<file path="src/rtl/pipe_ctrl_pkg.sv">
// Shared types and constants for the pipeline stall/flush controller.
package pipe_ctrl_pkg;

   localparam int REG_IDX_W   = 5;
   localparam int MUL_LAT_DEF = 4;

   typedef enum logic [1:0] {
      ST_RUN      = 2'd0,
      ST_MULTI    = 2'd1,
      ST_MEM_WAIT = 2'd2
   } state_t;

   // Width of the multi-cycle down-counter; it must hold MUL_LAT-1.
   function automatic int cnt_width(input int lat);
      return (lat <= 2) ? 1 : $clog2(lat);
   endfunction

endpackage

</file>
<file path="src/rtl/pipe_hazard_det.sv">
// Load-use hazard comparator between the ID and EX stages.
module pipe_hazard_det
   import pipe_ctrl_pkg::*;
(
   input  logic [REG_IDX_W-1:0] i_id_rs1,
   input  logic [REG_IDX_W-1:0] i_id_rs2,
   input  logic                 i_id_use_rs1,
   input  logic                 i_id_use_rs2,
   input  logic [REG_IDX_W-1:0] i_ex_rd,
   input  logic                 i_ex_is_load,
   output logic                 o_load_use
);

   logic w_hit_rs1;
   logic w_hit_rs2;

   // A load writing a real register (not x0) that the ID instruction reads.
   always_comb begin
      w_hit_rs1  = i_id_use_rs1 && (i_id_rs1 == i_ex_rd);
      w_hit_rs2  = i_id_use_rs2 && (i_id_rs2 == i_ex_rd);
      o_load_use = i_ex_is_load && (i_ex_rd != '0) && (w_hit_rs1 || w_hit_rs2);
   end

endmodule

</file>
<file path="src/rtl/pipe_ctrl.sv">
// Pipeline controller: PC / stage-register enables, flush and bubble
// generation for load-use, taken branches, multi-cycle EX ops and
// data-memory wait states, plus a saturating stall-cycle counter.
module pipe_ctrl
   import pipe_ctrl_pkg::*;
#(
   parameter int MUL_LAT = MUL_LAT_DEF,
   parameter int STALL_W = 16
) (
   input  logic                 clk,
   input  logic                 reset,
   input  logic [REG_IDX_W-1:0] id_rs1,
   input  logic [REG_IDX_W-1:0] id_rs2,
   input  logic                 id_use_rs1,
   input  logic                 id_use_rs2,
   input  logic [REG_IDX_W-1:0] ex_rd,
   input  logic                 ex_is_load,
   input  logic                 ex_multi,
   input  logic                 ex_br_taken,
   input  logic                 mem_req,
   input  logic                 mem_ack,
   input  logic                 perf_clr,
   output logic                 pc_en,
   output logic                 en_ifid,
   output logic                 en_idex,
   output logic                 en_exmem,
   output logic                 en_memwb,
   output logic                 flush_ifid,
   output logic                 bubble_idex,
   output logic                 multi_done,
   output logic [1:0]           state,
   output logic [STALL_W-1:0]   stall_cnt
);

   localparam int CNT_W = cnt_width(MUL_LAT);

   state_t             r_state;
   state_t             w_state_nxt;
   logic [CNT_W-1:0]   r_cnt;
   logic [CNT_W-1:0]   w_cnt_nxt;
   logic               r_skip_multi;
   logic               w_skip_nxt;
   logic [STALL_W-1:0] r_stall_cnt;

   logic w_freeze;
   logic w_load_use;
   logic w_pc_en;
   logic w_en_ifid;
   logic w_en_idex;
   logic w_en_exmem;
   logic w_en_memwb;
   logic w_flush_ifid;
   logic w_bubble_idex;
   logic w_multi_done;

   pipe_hazard_det u_hazard (
      .i_id_rs1     (id_rs1),
      .i_id_rs2     (id_rs2),
      .i_id_use_rs1 (id_use_rs1),
      .i_id_use_rs2 (id_use_rs2),
      .i_ex_rd      (ex_rd),
      .i_ex_is_load (ex_is_load),
      .o_load_use   (w_load_use)
   );

   assign w_freeze = mem_req & ~mem_ack;

   // Next-state, counter and enable decode; freeze silences every strobe.
   always_comb begin
      w_state_nxt   = r_state;
      w_cnt_nxt     = r_cnt;
      w_skip_nxt    = r_skip_multi;
      w_pc_en       = 1'b0;
      w_en_ifid     = 1'b0;
      w_en_idex     = 1'b0;
      w_en_exmem    = 1'b0;
      w_en_memwb    = 1'b0;
      w_flush_ifid  = 1'b0;
      w_bubble_idex = 1'b0;
      w_multi_done  = 1'b0;

      if (r_state == ST_MULTI) begin
         // The countdown keeps running through frozen cycles and parks at 0.
         w_cnt_nxt = (r_cnt == '0) ? '0 : r_cnt - 1'b1;
         if (!w_freeze) begin
            w_en_memwb = 1'b1;
            if (r_cnt <= CNT_W'(1)) begin
               w_multi_done = 1'b1;
               w_en_exmem   = 1'b1;
               w_en_idex    = 1'b1;
               w_state_nxt  = ST_RUN;
               w_skip_nxt   = 1'b1;
            end
         end
      end else if (w_freeze) begin
         w_state_nxt = ST_MEM_WAIT;
      end else begin
         // RUN, MEM_WAIT on its ack cycle, and the illegal encoding all decode as RUN.
         w_state_nxt = ST_RUN;
         w_skip_nxt  = 1'b0;
         w_pc_en     = 1'b1;
         w_en_ifid   = 1'b1;
         w_en_idex   = 1'b1;
         w_en_exmem  = 1'b1;
         w_en_memwb  = 1'b1;
         if (ex_br_taken) begin
            w_flush_ifid  = 1'b1;
            w_bubble_idex = 1'b1;
         end else if (ex_multi && !r_skip_multi) begin
            // The op just retired from MULTI must not be re-launched.
            w_en_exmem  = 1'b0;
            w_cnt_nxt   = CNT_W'(MUL_LAT - 1);
            w_state_nxt = ST_MULTI;
         end else if (w_load_use) begin
            w_pc_en       = 1'b0;
            w_en_ifid     = 1'b0;
            w_bubble_idex = 1'b1;
         end
      end
   end

   // Controller state, multi-cycle countdown and post-exit skip flag.
   always_ff @(posedge clk or negedge reset) begin
      if (!reset) begin
         r_state      <= ST_RUN;
         r_cnt        <= '0;
         r_skip_multi <= 1'b0;
      end else begin
         r_state      <= w_state_nxt;
         r_cnt        <= w_cnt_nxt;
         r_skip_multi <= w_skip_nxt;
      end
   end

   // Saturating count of cycles with the PC held; clear wins over increment.
   always_ff @(posedge clk or negedge reset) begin
      if (!reset) begin
         r_stall_cnt <= '0;
      end else if (perf_clr) begin
         r_stall_cnt <= '0;
      end else if (!w_pc_en && (r_stall_cnt != '1)) begin
         r_stall_cnt <= r_stall_cnt + 1'b1;
      end
   end

   assign pc_en       = reset & w_pc_en;
   assign en_ifid     = reset & w_en_ifid;
   assign en_idex     = reset & w_en_idex;
   assign en_exmem    = reset & w_en_exmem;
   assign en_memwb    = reset & w_en_memwb;
   assign flush_ifid  = reset & w_flush_ifid;
   assign bubble_idex = reset & w_bubble_idex;
   assign multi_done  = reset & w_multi_done;
   assign state       = r_state;
   assign stall_cnt   = r_stall_cnt;

endmodule

</file>
<file path="config.mk">
export PLATFORM = sky130hd
export DESIGN_NAME = pipe_ctrl
export DESIGN_NICKNAME = d
export VERILOG_FILES = /design/src/rtl/pipe_ctrl_pkg.sv /design/src/rtl/pipe_hazard_det.sv /design/src/rtl/pipe_ctrl.sv
export SDC_FILE = /design/constraint.sdc
export NUM_CORES = 1
export LEC_CHECK = 0
export CAP_MARGIN = 20
export CORE_MARGIN = 5
export CORE_UTILIZATION = 46
export DETAILED_ROUTE_END_ITERATION = 8
export MAX_ROUTING_LAYER = met4
export PLACE_DENSITY_LB_ADDON = 0.25
export SYNTH_ARGS = -nofsm -noshare
export SYNTH_HDL_FRONTEND = slang
export SYNTH_SLANG_ARGS = --single-unit
</file>
<file path="constraint.sdc">
create_clock -name clk -period 6.8 [get_ports clk]
set_clock_uncertainty 0.1 [all_clocks]
set_input_delay 1.02 -clock clk [delete_from_list [all_inputs] [get_ports clk]]
set_output_delay 1.02 -clock clk [all_outputs]
set_load 0.01 [all_outputs]
</file>
==> results.json, run 1 <==
{
  "status": "finished clean",
  "total_power_mw": 0.326,
  "multi_input_area_um2": 712,
  "nFillCells": 223,
  "synth-edff-count": 0,
  "cts_sinks": 21,
  "end_kind": "primary output",
  "cp_cell_sequence": "clkdlybuf4s50_1 -> or4_1 -> o211ai_1 -> nor3_1 -> nor2_1 -> clkdlybuf4s50_1",
  "timing.fmax_mhz": 237,
  "post_cts_buffers": 0,
  "placed_area_mm2": 0.00180,
  "rsz0062_at_grt": "false",
  "cp_max_fo": 3,
  "cts.repair.resized": 0,
  "hold_violations": 0,
  "synthCells": 149,
  "period_minus_slack_ns": 4.21,
  "crit_arrival_ns": 3.09,
  "ys_seq_area_share_pct": 41.1,
  "ys.flop_type": "dfrtp_1",
  "place.gp.congestion": 0.864,
  "cts_tree": "yes",
  "first_global_vias": 1379,
  "synth_cell_types": 35,
  "fin_area_mm2": 0.00182,
  "startpoint_type": "input port",
  "drive_above_1_share_pct": 3.02,
  "r2r_start": "stall_cnt[0]$_DFFE_PN0P_",
  "io_pins": 51,
  "drt_first_iter_violations": 50,
  "fp.dieH_um": 62.8,
  "antenna_cells": 0,
  "ys_ff_latch": 21,
  "clk_latency_ns": 0.31,
  "route.detailed.drc": 0,
  "cts_hold_buf": 0,
  "vias_per_cell": 5.78,
  "synth_area_mm2": 0.00128,
  "setup-tns-final_ns": 0,
  "vias": 1329,
  "yosysWarningCount": 0,
  "async_reset_ff_share_pct": 100,
  "hold_class": "reg -> reg",
  "fin_cells": 230,
  "postRouteAntennaNets": 0,
  "cp_slowest_cell": "or4_1",
  "clkTransAtPathRegs_ns": 0.12,
  "top_layer_used": "met4",
  "grt_util_all_layers_pct": 19.3,
  "io_buffers": 50,
  "layout_commonest_cell": "clkdlybuf4s50_1",
  "finalSetupViolations": 0,
  "r2r-end": "stall_cnt[14]$_DFFE_PN0P_",
  "final_cell_mix": "50 x clkdlybuf4s50_1, 21 x dfrtp_1, 17 x a21oi_1",
  "cp_common_cell": "clkdlybuf4s50_1",
  "grt_pass1_wl_um": 6160,
  "wire_per_inst_um": 15.4,
  "cts.path.max_buffers": 2,
  "leakagePower_nw": 0.681,
  "start_util_pct": 47.2,
  "fin_hold_ws_ns": 0.404,
  "cpPeakStageDelay_ns": 0.56,
  "die_area_mm2": 0.00394,
  "drt-met1-wl_um": 1560,
  "nNetsFinal": 226,
  "syn_to_final_growth_pct": 42.4,
  "antenna_found_initial": 0,
  "cts_root_buf": "clkbuf_4",
  "hpwl_um": 2720,
  "ir_worst_vdd_v": 0.000161,
  "path_depth": 6,
  "synth_nets": 175,
  "dr_wl_met3_um": 195,
  "max-cap-violations": 0,
  "avgSynthCellArea_um2": 8.59,
  "reg2reg_setup_slack_ns": 4.08,
  "fin_crit_sh_pct": 61.9,
  "regArea_um2": 526,
  "worstPathRequired_ns": 5.68,
  "cts.htree.levels": 1,
  "worstMarginPinSlew_ns": 0.608,
  "dr.pass1.iters": 4,
  "critPathBufInv": 2,
  "cts_buffers": 3,
  "hold_path_depth": 2,
  "relSlewSlack_pct": 59.4,
  "wl_met2_um": 1740,
  "dieWidth_um": 62.8,
  "p_per_area_mw_per_mm2": 179,
  "slew_violations": 0,
  "min_from": "r_skip_multi$_DFFE_PN0P_",
  "rows": 19,
  "dp.cells": 226,
  "cp_top_family": "buffers and inverters",
  "reg2reg_depth": 7,
  "grt_max_degree": 23,
  "core_area_mm2": 0.00271,
  "hold_path_end": "r_skip_multi$_DFFE_PN0P_",
  "overflow": 0,
  "wl_um": 3540,
  "critical_path_class": "in -> out"
}
sequential cells by signal (all words and copies together), names as in the netlist:
name          count
r_cnt             2
r_skip_multi      1
stall_cnt        16
state             2
report_power, final:
group | internal [mW] | switching, mW | total [mW] | leakage, nW
clock network | 0.0220 | 0.0393 | 0.0613 | 0.0177
logic | 0.0552 | 0.0563 | 0.111 | 0.378
registers | 0.139 | 0.0136 | 0.153 | 0.285
final cells by class:
type / instances / area share [%]
flip-flops and latches: 21 / 28.8
well taps: 31 / 2.13
inverters: 3 / 0.618
repair buffers: 51 / 27.9
clock inverters: 1 / 0.275
clock buffers: 3 / 1.24
multi-input cells: 120 / 39.1
metrics by stage:
step | setup slack [ns] | util (%)
after floorplan | 3.50 | -
after global placement | 2.66 | 66.3
after detailed placement | 2.60 | 66.3
after CTS | 2.58 | 67.3
after global routing | 2.46 | 67.3
final | 2.59 | 67.3
cell usage after synthesis, types with 2 or more instances:
library cell / number / area (um2)
o31ai_1: 4 / 30.0
nor3_1: 2 / 10.0
inv_1: 3 / 11.3
or4_1: 5 / 37.5
nand4_1: 4 / 25.0
nand3_1: 4 / 20.0
nor2_1: 16 / 60.1
xnor2_1: 2 / 17.5
or3_1: 11 / 68.8
xor2_1: 9 / 78.8
nand2_1: 13 / 48.8
and3_1: 2 / 12.5
o21ai_0: 12 / 60.1
dfrtp_1: 21 / 526
a21oi_1: 17 / 85.1
and4_1: 2 / 17.5
nand2b_1: 3 / 18.8
nor2b_1: 2 / 12.5
worst max-delay path by stage:
| stage | startpoint | end | slack [ns] |
|---|---|---|---|
| floorplan | ex_rd[1] | pc_en | 3.50 |
| global placement | ex_rd[1] | en_ifid | 2.66 |
| detailed placement | ex_rd[1] | en_ifid | 2.60 |
| CTS | ex_rd[1] | en_ifid | 2.58 |
| global route | ex_rd[1] | en_ifid | 2.46 |
| finish | ex_rd[1] | en_ifid | 2.59 |
logic make-up (layout without fill, tap and decap cells):
family | count (synthesis) | in the layout | synth area share (%)
flops | 21 | 21 | 41.1
fa+ha+maj | 1 | 1 | 0.977
simple gates | 69 | 69 | 29.1
buf+inv | 8 | 58 | 3.32
mux | 1 | 1 | 0.782
xor+xnor | 11 | 11 | 7.53
compound gates | 38 | 38 | 17.2
worst reg2reg max path: stages, from the launching register on:
cell and delay (ns):
dfrtp_1 0.46, ha_1 0.31, and3_1 0.17, nor4bb_1 0.14, or2_1 0.23, o32a_1 0.51
or4_1 0.55, a21oi_1 0.17
metal layers:
metal	vias to the layer above	global-route usage [%]
met3	6	5.40
met1	633	23.1
li1	644	-
met2	46	31.3
met4	0	6.37
met5	-	-
(Power assumes the default switching activity.)
==> run 2, diff against run 1 <==
CORE_UTILIZATION = 43   (was 46)
clock period = 4.1 ns   (was 6.8 ns; I/O delays follow)
==> results.json, run 2 (synthesized netlist as in run 1, its figures left out) <==
{
  "core_area_mm2": 0.00281,
  "ir_worst_vdd_v": 0.000156,
  "crit_arrival_ns": 2.65,
  "rows": 19,
  "cts.htree.levels": 1,
  "first_global_vias": 1252,
  "grt_util_all_layers_pct": 17.6,
  "vias_per_cell": 5.74,
  "period_minus_slack_ns": 3.36,
  "cts_root_buf": "clkbuf_4",
  "nNetsFinal": 226,
  "antenna_cells": 0,
  "syn_to_final_growth_pct": 42.3,
  "timing.fmax_mhz": 297,
  "antenna_found_initial": 0,
  "end_kind": "primary output",
  "place.gp.congestion": 0.807,
  "pre_cts_ws_ns": 0.718,
  "drive_above_1_share_pct": 2.51,
  "relSlewSlack_pct": 61.4,
  "cts_buffers": 3,
  "wl_um": 3490,
  "p_per_area_mw_per_mm2": 294,
  "cts.repair.resized": 0,
  "worst_slack_ns": 0.735,
  "final_cell_mix": "50 x clkdlybuf4s50_1, 21 x dfrtp_1, 17 x a21oi_1",
  "fin_crit_sh_pct": 82.1,
  "reg2reg_setup_slack_ns": 1.40,
  "dieWidth_um": 64.6,
  "worstMarginPinSlew_ns": 0.578,
  "setup-tns-final_ns": 0,
  "rsz0062_at_grt": "false",
  "finalSetupViolations": 0,
  "drt_first_iter_violations": 59,
  "hold_violations": 0,
  "hpwl_um": 2680,
  "cts_sinks": 21,
  "post_cts_buffers": 0,
  "vias": 1320,
  "grt_max_degree": 22,
  "grt_pass1_wl_um": 5750,
  "io_buffers": 50,
  "overflow": 0,
  "cts.path.max_buffers": 2,
  "slew_violations": 0,
  "fp.dieH_um": 64.6,
  "io_pins": 51,
  "layout_commonest_cell": "clkdlybuf4s50_1",
  "start_util_pct": 45.6,
  "fin_hold_ws_ns": 0.394,
  "worstPathRequired_ns": 3.38,
  "cts_hold_buf": 0,
  "route.detailed.drc": 0,
  "largest_reg_flops": 16,
  "clk_latency_ns": 0.31,
  "die_area_mm2": 0.00417,
  "postRouteAntennaNets": 0,
  "critical_path_class": "in -> out",
  "hold_class": "reg -> reg",
  "cp_max_fo": 3,
  "startpoint_type": "input port",
  "max-cap-violations": 0,
  "clkTransAtPathRegs_ns": 0.11,
  "leakagePower_nw": 0.678,
  "cts_tree": "yes",
  "wire_per_inst_um": 15.2,
  "dr.pass1.iters": 5,
  "status": "finished clean"
}
run 2: path summary, 6_finish.rpt:
kind / from / cells after the start / end
max in group asynchronous: reset / 2 / state[1]$_DFFE_PN0P_
setup reg to reg: stall_cnt[0]$_DFFE_PN0P_ / 7 / stall_cnt[12]$_DFFE_PN0P_
setup / recovery: ex_rd[1] / 6 / en_ifid
hold / removal: r_skip_multi$_DFFE_PN0P_ / 2 / r_skip_multi$_DFFE_PN0P_
hold reg to reg: r_skip_multi$_DFFE_PN0P_ / 2 / r_skip_multi$_DFFE_PN0P_
min in group asynchronous: reset / 2 / stall_cnt[9]$_DFFE_PN0P_
run 2: metal layers:
metal  wire [um]  global-route usage (%)  part of all wire [%]
met5           0                       -                     0
met1        1520                    22.1                    44
met3         271                    3.80                   7.8
met4          37                    5.54                   1.1
met2        1660                    28.5                    48
run 2: stage by stage:
step	utilization (%)	cells	total power [mW]	cell area, um2
floorplan	-	149	0.349	1280
global placement	64.0	226	0.434	1800
detailed placement	64.0	226	0.440	1800
CTS	64.9	230	0.543	1820
global route	64.9	230	0.576	1820
finish	64.9	230	0.535	1820
run 2: power by group:
| part | leakage (nW) | internal [mW] | switching [mW] |
|---|---|---|---|
| clock network | 0.0150 | 0.0380 | 0.0621 |
| logic | 0.378 | 0.0913 | 0.0905 |
| registers | 0.285 | 0.231 | 0.0226 |
run 2: cell type report:
type,count,area [um2]
Inverter,3,11.3
Multi-Input combinational cell,120,712
Timing Repair Buffer,51,508
Tap cell,31,38.8
Clock buffer,4,26.3
Sequential cell,21,526
Fill cell,240,983
run 2: critical path, cell delays in order:
cell             delay, ns
clkdlybuf4s50_1       0.47
or4_1                 0.55
o211ai_1              0.25
nor3_1                0.07
nor2_1                0.14
clkdlybuf4s50_1       0.55
==> run 3, diff against run 2 <==
clock period = 3.4 ns   (was 4.1 ns; I/O delays follow)
==> results.json, run 3 (synthesized netlist as in run 1, its figures left out) <==
{
  "place.gp.congestion": 0.802,
  "cp_max_fo": 3,
  "vias_per_cell": 5.87,
  "top_layer_used": "met4",
  "period_minus_slack_ns": 3.16,
  "cp_cell_sequence": "clkdlybuf4s50_1 -> or4_1 -> o211ai_1 -> nor3_1 -> nor2_1 -> clkdlybuf4s50_1",
  "cts_sinks": 21,
  "io_pins": 51,
  "switching_share_pct": 32.6,
  "p_int_mw": 0.434,
  "first_global_vias": 1292,
  "slew_violations": 0,
  "drt_first_iter_violations": 71,
  "dr.pass1.iters": 4,
  "cts.repair.resized": 0,
  "die_area_mm2": 0.00417,
  "worstPathRequired_ns": 2.79,
  "end_kind": "primary output",
  "cts_buffers": 3,
  "wl_um": 3420,
  "cts_hold_buf": 0,
  "layout_commonest_cell": "clkdlybuf4s50_1",
  "grt_max_degree": 22,
  "final_cell_mix": "50 x clkdlybuf4s50_1, 21 x dfrtp_1, 17 x a21oi_1",
  "fp.dieH_um": 64.6,
  "wl_met2_um": 1610,
  "hpwl_um": 2610,
  "timing.fmax_mhz": 317,
  "worstMarginPinSlew_ns": 0.610,
  "grt_pass1_wl_um": 5740,
  "cp_slowest_cell": "or4_1",
  "power.switching_mw": 0.210,
  "crit_arrival_ns": 2.55,
  "leakagePower_nw": 0.678,
  "largest_reg_flops": 16,
  "fin_cells": 230,
  "route.detailed.drc": 0,
  "hold_violations": 0,
  "start_util_pct": 45.6,
  "wire_per_inst_um": 14.9,
  "rsz0062_at_grt": "false",
  "seq_power_share_pct": 47.3,
  "ir_worst_vdd_v": 0.000219,
  "cts_root_buf": "clkbuf_4",
  "rows": 19,
  "hold_class": "reg -> reg",
  "cts.path.max_buffers": 2,
  "cts.htree.levels": 1,
  "dp.cells": 226,
  "drt-met1-wl_um": 1560,
  "startpoint_type": "input port",
  "vias": 1350,
  "power_frac_comb_pct": 33.9,
  "setup-tns-final_ns": 0,
  "p_per_area_mw_per_mm2": 354,
  "relSlewSlack_pct": 59.2,
  "cp_common_cell": "clkdlybuf4s50_1",
  "drive_above_1_share_pct": 2.51,
  "nNetsFinal": 226,
  "fin_crit_sh_pct": 92.8,
  "total_power_mw": 0.644,
  "postRouteAntennaNets": 0,
  "clkTransAtPathRegs_ns": 0.11,
  "finalSetupViolations": 0,
  "critical_path_class": "in -> out",
  "syn_to_final_growth_pct": 42.3,
  "overflow": 0,
  "cts_tree": "yes",
  "dieWidth_um": 64.6,
  "io_buffers": 50,
  "p_clk_share_pct": 18.7,
  "antenna_cells": 0,
  "status": "finished clean",
  "dr_wl_met3_um": 237,
  "core_area_mm2": 0.00281,
  "post_cts_buffers": 0,
  "clk_latency_ns": 0.30,
  "grt_util_all_layers_pct": 17.4,
  "antenna_found_initial": 0,
  "cpPeakStageDelay_ns": 0.56,
  "max-cap-violations": 0
}
[run 3: through the flow]
stage / hold WS (ns) / instance area, um2 / setup slack (ns) / utilization (%)
2_1_floorplan: 0.114 / 1280 / 1.04 / -
3_3_place_gp: 0.377 / 1800 / 0.280 / 64.0
3_5_place_dp: 0.381 / 1800 / 0.211 / 64.0
4_1_cts: 0.408 / 1820 / 0.238 / 64.9
5_1_grt: 0.424 / 1820 / 0.112 / 64.9
6_report: 0.401 / 1820 / 0.244 / 64.9
[run 3: power groups by stage]
stage	sequential [mW]	combinational (mW)	clock (mW)
final	0.305	0.219	0.121
after global routing	0.311	0.243	0.132
after CTS	0.305	0.221	0.124
after detailed placement	0.310	0.220	0
after global placement	0.309	0.214	0
after floorplan	0.311	0.110	0
[run 3: cell type report]
cell class | count | area [um2]
fill | 241 | 983
multi-input combinational | 120 | 712
sequential | 21 | 526
timing repair buffer | 51 | 508
tap | 31 | 38.8
clock buffer | 4 | 26.3
inverter | 3 | 11.3
[run 3: worst paths after layout]
path	end	start	slack, ns	cells after the start
min in group asynchronous	stall_cnt[12]$_DFFE_PN0P_	reset	0.50	2
worst min register to register	r_skip_multi$_DFFE_PN0P_	r_skip_multi$_DFFE_PN0P_	0.40	2
max in group asynchronous	stall_cnt[7]$_DFFE_PN0P_	reset	2.48	2
worst max-delay path	en_ifid	ex_rd[1]	0.24	6
worst min-delay path	r_skip_multi$_DFFE_PN0P_	r_skip_multi$_DFFE_PN0P_	0.40	2
worst max register to register	stall_cnt[14]$_DFFE_PN0P_	stall_cnt[0]$_DFFE_PN0P_	0.70	7
[run 3: critical path: cells and delay by family]
family / cells / cell delay [ns]
AOI/OAI and AO/OA: 1 / 0.25
buffers and inverters: 2 / 1.03
and+or+nand+nor: 3 / 0.76
[run 3: metal layers]
| layer | global-route usage [%] | up-vias |
|---|---|---|
| met3 | 2.25 | 4 |
| met5 | - | - |
| met2 | 29.1 | 68 |
| met4 | 3.96 | 0 |
| met1 | 22.5 | 629 |
| li1 | - | 649 |
